==> src/rtl/adc_serial_capture_if.sv <==
// Bus between adc_serial_capture and its ADC/downstream side.
// The err strobe is present only when ADC_LEAD_CHECK_EN is defined.
interface adc_serial_capture_if #(
    parameter int unsigned DATA_W = 12
);
    logic              start;
    logic              miso;
    logic              cs_n;
    logic              sclk;
    logic [DATA_W-1:0] data;
    logic              valid;
    logic              busy;
`ifdef ADC_LEAD_CHECK_EN
    logic              err;
`endif

    // Capture block side: drives the ADC pins and the result word.
    modport master (
        input  start,
        input  miso,
        output cs_n,
        output sclk,
        output data,
        output valid,
        output busy
`ifdef ADC_LEAD_CHECK_EN
        , output err
`endif
    );

    // ADC / downstream side.
    modport slave (
        output start,
        output miso,
        input  cs_n,
        input  sclk,
        input  data,
        input  valid,
        input  busy
`ifdef ADC_LEAD_CHECK_EN
        , input err
`endif
    );
endinterface

==> src/rtl/adc_serial_capture.sv <==
// Serial ADC frame capture: drives cs_n/sclk, shifts a frame in MSB-first, strobes the data word.
// Optional macro ADC_LEAD_CHECK_EN flags frames whose leading bits are not all zero via err.
module adc_serial_capture #(
    parameter int unsigned DATA_W    = 12,
    parameter int unsigned LEAD_BITS = 4,
    parameter int unsigned CLK_DIV   = 4
) (
    input  logic                 clk,
    input  logic                 rst_n,
    adc_serial_capture_if.master cap_if
);
    localparam int unsigned FRAME_BITS = LEAD_BITS + DATA_W;
    localparam int unsigned DIV_W      = $clog2(CLK_DIV + 1);
    localparam int unsigned BIT_W      = $clog2(FRAME_BITS + 1);
`ifdef ADC_LEAD_CHECK_EN
    localparam int unsigned SHIFT_W    = FRAME_BITS;
`else
    // Leading bits fall off the top of a DATA_W-wide register on their own.
    localparam int unsigned SHIFT_W    = DATA_W;
`endif
    localparam logic [DIV_W-1:0] DIV_LAST = DIV_W'(CLK_DIV - 1);
    localparam logic [BIT_W-1:0] BIT_LAST = BIT_W'(FRAME_BITS - 1);

    typedef enum logic [1:0] {
        S_IDLE  = 2'd0,
        S_SETUP = 2'd1,
        S_SHIFT = 2'd2,
        S_DONE  = 2'd3
    } state_t;

    state_t              state_q, state_d;
    logic [DIV_W-1:0]    div_q, div_d;
    logic [BIT_W-1:0]    bit_q, bit_d;
    logic [SHIFT_W-1:0]  shift_q, shift_d;
    logic                cs_n_q, cs_n_d;
    logic                sclk_q, sclk_d;
    logic [DATA_W-1:0]   data_q, data_d;
    logic                valid_q, valid_d;
    logic                busy_q, busy_d;
`ifdef ADC_LEAD_CHECK_EN
    logic                err_q, err_d;
`endif

    // State and output registers; reset drops cs_n/sclk immediately.
    always_ff @(posedge clk or negedge rst_n) begin
        if (!rst_n) begin
            state_q <= S_IDLE;
            div_q   <= '0;
            bit_q   <= '0;
            shift_q <= '0;
            cs_n_q  <= 1'b1;
            sclk_q  <= 1'b0;
            data_q  <= '0;
            valid_q <= 1'b0;
            busy_q  <= 1'b0;
`ifdef ADC_LEAD_CHECK_EN
            err_q   <= 1'b0;
`endif
        end else begin
            state_q <= state_d;
            div_q   <= div_d;
            bit_q   <= bit_d;
            shift_q <= shift_d;
            cs_n_q  <= cs_n_d;
            sclk_q  <= sclk_d;
            data_q  <= data_d;
            valid_q <= valid_d;
            busy_q  <= busy_d;
`ifdef ADC_LEAD_CHECK_EN
            err_q   <= err_d;
`endif
        end
    end

    // Next-state and next-output decode; outputs land one edge after the decision.
    always_comb begin
        state_d = state_q;
        div_d   = div_q;
        bit_d   = bit_q;
        shift_d = shift_q;
        cs_n_d  = cs_n_q;
        sclk_d  = sclk_q;
        data_d  = data_q;
        valid_d = 1'b0;
        busy_d  = busy_q;
`ifdef ADC_LEAD_CHECK_EN
        err_d   = 1'b0;
`endif

        unique case (state_q)
            S_IDLE: begin
                busy_d = cap_if.start;
                if (cap_if.start) begin
                    state_d = S_SETUP;
                    cs_n_d  = 1'b0;
                    div_d   = '0;
                    bit_d   = '0;
                end
            end

            S_SETUP: begin
                if (div_q == DIV_LAST) begin
                    div_d   = '0;
                    state_d = S_SHIFT;
                end else begin
                    div_d = div_q + DIV_W'(1);
                end
            end

            // Each bit: CLK_DIV cycles low, CLK_DIV high; miso sampled on the rising decision.
            S_SHIFT: begin
                if (div_q == DIV_LAST) begin
                    div_d  = '0;
                    sclk_d = ~sclk_q;
                    if (!sclk_q) begin
                        shift_d = {shift_q[SHIFT_W-2:0], cap_if.miso};
                    end else if (bit_q == BIT_LAST) begin
                        bit_d   = '0;
                        state_d = S_DONE;
                    end else begin
                        bit_d = bit_q + BIT_W'(1);
                    end
                end else begin
                    div_d = div_q + DIV_W'(1);
                end
            end

            S_DONE: begin
                state_d = S_IDLE;
                cs_n_d  = 1'b1;
                sclk_d  = 1'b0;
`ifdef ADC_LEAD_CHECK_EN
                if (|shift_q[SHIFT_W-1:DATA_W]) begin
                    err_d = 1'b1;
                end else begin
                    valid_d = 1'b1;
                    data_d  = shift_q[DATA_W-1:0];
                end
`else
                valid_d = 1'b1;
                data_d  = shift_q;
`endif
            end

            default: state_d = S_IDLE;
        endcase
    end

    assign cap_if.cs_n  = cs_n_q;
    assign cap_if.sclk  = sclk_q;
    assign cap_if.data  = data_q;
    assign cap_if.valid = valid_q;
    assign cap_if.busy  = busy_q;
`ifdef ADC_LEAD_CHECK_EN
    assign cap_if.err   = err_q;
`endif

endmodule

==> src/flat_wrapper.sv <==
// flat-port wrapper written by rule: the top's interface ports become plain ports
module adc_serial_capture_flat 
#(
    parameter int unsigned DATA_W    = 12,
    parameter int unsigned LEAD_BITS = 4,
    parameter int unsigned CLK_DIV   = 4
)
  (clk, rst_n, cap_if_start, cap_if_miso, cap_if_cs_n, cap_if_sclk, cap_if_data, cap_if_valid, cap_if_busy);
  adc_serial_capture_if #(.DATA_W(DATA_W)) cap_if_i ();
  input  logic clk;
  input  logic rst_n;
  input wire logic [$bits(cap_if_i.start)-1:0] cap_if_start;
  input wire logic [$bits(cap_if_i.miso)-1:0] cap_if_miso;
  output wire logic [$bits(cap_if_i.cs_n)-1:0] cap_if_cs_n;
  output wire logic [$bits(cap_if_i.sclk)-1:0] cap_if_sclk;
  output wire logic [$bits(cap_if_i.data)-1:0] cap_if_data;
  output wire logic [$bits(cap_if_i.valid)-1:0] cap_if_valid;
  output wire logic [$bits(cap_if_i.busy)-1:0] cap_if_busy;
  assign cap_if_i.start = cap_if_start;
  assign cap_if_i.miso = cap_if_miso;
  assign cap_if_cs_n = cap_if_i.cs_n;
  assign cap_if_sclk = cap_if_i.sclk;
  assign cap_if_data = cap_if_i.data;
  assign cap_if_valid = cap_if_i.valid;
  assign cap_if_busy = cap_if_i.busy;
  adc_serial_capture #(.DATA_W(DATA_W), .LEAD_BITS(LEAD_BITS), .CLK_DIV(CLK_DIV)) u_core (.clk(clk), .rst_n(rst_n), .cap_if(cap_if_i));
endmodule
==> config.mk <==
export PLATFORM = sky130hd
export DESIGN_NAME = adc_serial_capture_flat
export DESIGN_NICKNAME = d
export VERILOG_FILES = /design/src/rtl/adc_serial_capture_if.sv /design/src/rtl/adc_serial_capture.sv /design/src/flat_wrapper.sv
export SDC_FILE = /design/constraint.sdc
export NUM_CORES = 1
export LEC_CHECK = 0
export BUFFER_PORTS_ARGS = -buffer_cell sky130_fd_sc_hd__buf_2
export CAP_MARGIN = 30
export CORE_UTILIZATION = 25
export CTS_CLUSTER_SIZE = 14
export DETAILED_ROUTE_END_ITERATION = 7
export PLACE_DENSITY = 0.45
export SKIP_LAST_GASP = 1
export SLEW_MARGIN = 20
export SYNTH_ARGS = -nofsm -noshare
export SYNTH_HDL_FRONTEND = slang
export SYNTH_SLANG_ARGS = --single-unit
==> constraint.sdc <==
create_clock -name clk -period 2.25 [get_ports clk]
set_clock_uncertainty 0.05 [all_clocks]
set_input_delay 0.225 -clock clk [delete_from_list [all_inputs] [get_ports clk]]
set_output_delay 0.225 -clock clk [all_outputs]
set_load 0.03 [all_outputs]
==> key figures <==
Synth
  • Leading area contributor after synthesis: dfrtp_1
  • Netlist cell types: 33
  • Most instantiated cells after synthesis: 37 x dfrtp_1, 26 x mux2_2, 6 x ha_1, 5 x o21ai_0, 4 x nand2_1
  • Most frequent cell after synthesis: dfrtp_1
  • Post-synth EDFFs: 0
  • Yosys top cell area share: 56.1%
  • Top post-synthesis cells by area: dfrtp_1 56%, mux2_2 18%, ha_1 4.6%
  • Seq/Total Area, Yosys: 57.7%
  • Synth Flop Type: dfrtp_1
  • Yosys Warn Count: 0
  • Synthesis-stage register bit count: 38
  • Synth Instances: 116
  • Post-Syn Nets: 126
  • Synthesized area per cell: 14.2 sq um
  • Asr flop ratio synth: 100%
  • Mapped Area: 0.00165 sq mm

Timing
  • Period utilisation layout: 82.5%
  • Final Setup Violations: 0
  • Slew HR: 64.3%
  • Final hold violations: 0
  • Max-slew violation count: 0
  • Actual slew at the worst max-slew pin: 534 ps
  • Tmin final: 1860 ps
  • RSZ-0062 raised after global routing: no
  • Final setup TNS: 0 ps
  • Max Fclk: 539 MHz

CTS
  • Clk pin slew, worst setup/hold paths: 70 ps
  • Worst-Skew Late Latency: 290 ps
  • # Post-CTS Setup Buffers: 0
  • Clk sinks: 38
  • Root buf cell: clkbuf_8
  • TritonCTS clock tree: built
  • CTS H-tree lvls: 2
  • TritonCTS Buffers: 5
  • Clk buf depth: 2

Drt
  • Antenna viol nets, final: 0
  • DRT Pass-1 Iters: 4
  • WL final: 2.87 mm
  • Routed via count: 979
  • DRC: 0
  • Avg WL per Cell: 13.0 um
  • Vias/cell: 4.45
  • Initial DRC count: 19

Finish
  • Diode count: 0
  • FF/Latch Area: 952 sq um
  • Nets: 152
  • Area delta synth->final: 19.8%
  • Final core occ: 31.1%
  • Share of cells above drive strength 1: 45.5%
  • Number of fill cells: 634
  • Area of the multi-input gates: 658 sq um

Die
  • Core area: 0.00635 sq mm
  • I/O Pins: 20
  • Starting Density: 26.0%
  • Die Width: 83.2 um
  • Die Ht: 83.2 um
  • FP Rows: 29
  • Die ar.: 0.00692 sq mm

Global route
  • Largest net degree at the start of global routing: 39
  • GRT Resource Usage Total: 9.67%
  • Global route total overflow: 0
  • Global-route wire length before repair: 5.24 mm
  • Initial antenna violation count: 0
  • Vias in the first global route: 1142

Power
  • Leakage: 0.000975 uW
  • PwrDens: 1180 mW/mm^2
  • VDD IR-drop max: 0.000422 V

Place
  • Post-DP HPWL: 2.05 mm
  • RD Place Congestion: 0.733
  • Port buffer count: 19

Worst setup path
  • CP Capture Type: flop
  • Arr. time, crit path: 1980 ps
  • Critical path type: reg -> reg
  • CP required: 2370 ps
  • Worst-path maximum fanout: 12
  • Setup crit start kind: flop

Hold path
  • Worst Hold Class: in -> reg

Outcome
  • Status: complete, no violations

Flow run
  • Max-Cap Viols: 0
[power breakdown]
| part | internal [uW] | total (uW) | leakage [uW] | switching [uW] |
|---|---|---|---|---|
| sequential | 824 | 929 | 0.000512 | 105 |
| combinational | 368 | 869 | 0.000406 | 501 |
| clock | 309 | 538 | 0.0000575 | 229 |
| total | 1500 | 2340 | 0.000975 | 835 |
[path summary, 6_finish.rpt]
path                                    endpoint                   from  depth (start not counted)  slack, ps
min reg2reg                u_core.cap_if.data[4]  u_core.cap_if.data[4]                          1        450
max                            u_core.shift_q[6]      u_core.state_q[0]                          5        390
min in group asynchronous        u_core.bit_q[3]                  rst_n                          2        400
min                            u_core.shift_q[0]            cap_if_miso                          2        120
max in group asynchronous     u_core.shift_q[11]                  rst_n                          3       1290
max reg2reg                    u_core.shift_q[6]      u_core.state_q[0]                          5        390
[worst max-delay path: stages, from the launching register on]
cell,delay (ps)
dfrtp_1,420
inv_1,110
ha_1,200
inv_2,80
nor3_4,490
mux2_2,400
[state kept, by name, summed over array words and instances, names as in the netlist]
register             cells
u_core.cap_if.cs_n       1
u_core.div_q             3
u_core.cap_if.busy       1
u_core.cap_if.valid      1
u_core.cap_if.sclk       1
u_core.bit_q             5
u_core.shift_q          12
u_core.state_q           2
u_core.cap_if.data      12
[cell usage in the layout, fill, tap and decap left out, types with 3 or more instances in the layout]
cell type and n:
nand2_1 4, a32o_1 3, ha_1 6, buf_2 19, clkbuf_8 8, dfrtp_1 37
o21ai_0 5, mux2_2 26
[final cells by class]
type                            instances  share of cell area (%)
Sequential cell                        38                    48.2
Multi-Input combinational cell         71                    33.3
Timing Repair Buffer                   23                    7.47
Clock buffer                            8                    5.57
Tap cell                               77                    4.88
Inverter                                3                   0.570
[what timing repair did]
item	in CTS	in global routing
hold endpoints to repair	0	18
hold buffers	0	1
gates resized for setup	0	0
[cells by family after synthesis]
family / synth area share, %
buf+inv: 2.35
fa+ha+maj: 4.55
flops: 57.7
mux: 19.9
compound gates: 8.50
simple gates: 6.98
[metal layers]
layer  track usage [%]  up-vias  wire [um]
met5                 0        -          0
met4              5.33        0         65
met3              3.18        8        120
met2              16.0       19       1380
met1              11.0      485       1300
li1                  -      467          -
[through the flow]
stage               setup WS, ps  hold slack (ps)  std cells  total power, uW  cell area (sq um)
finish                       395              118        220             2340               1980
global route                 264              117        220             2510               1980
CTS                          363             7.23        218             2370               1940
detailed placement           398              329        210             1820               1830
global placement             452              331        210             1780               1830
floorplan                    543             -121        116             1590               1650
(Power assumes the default switching activity.)
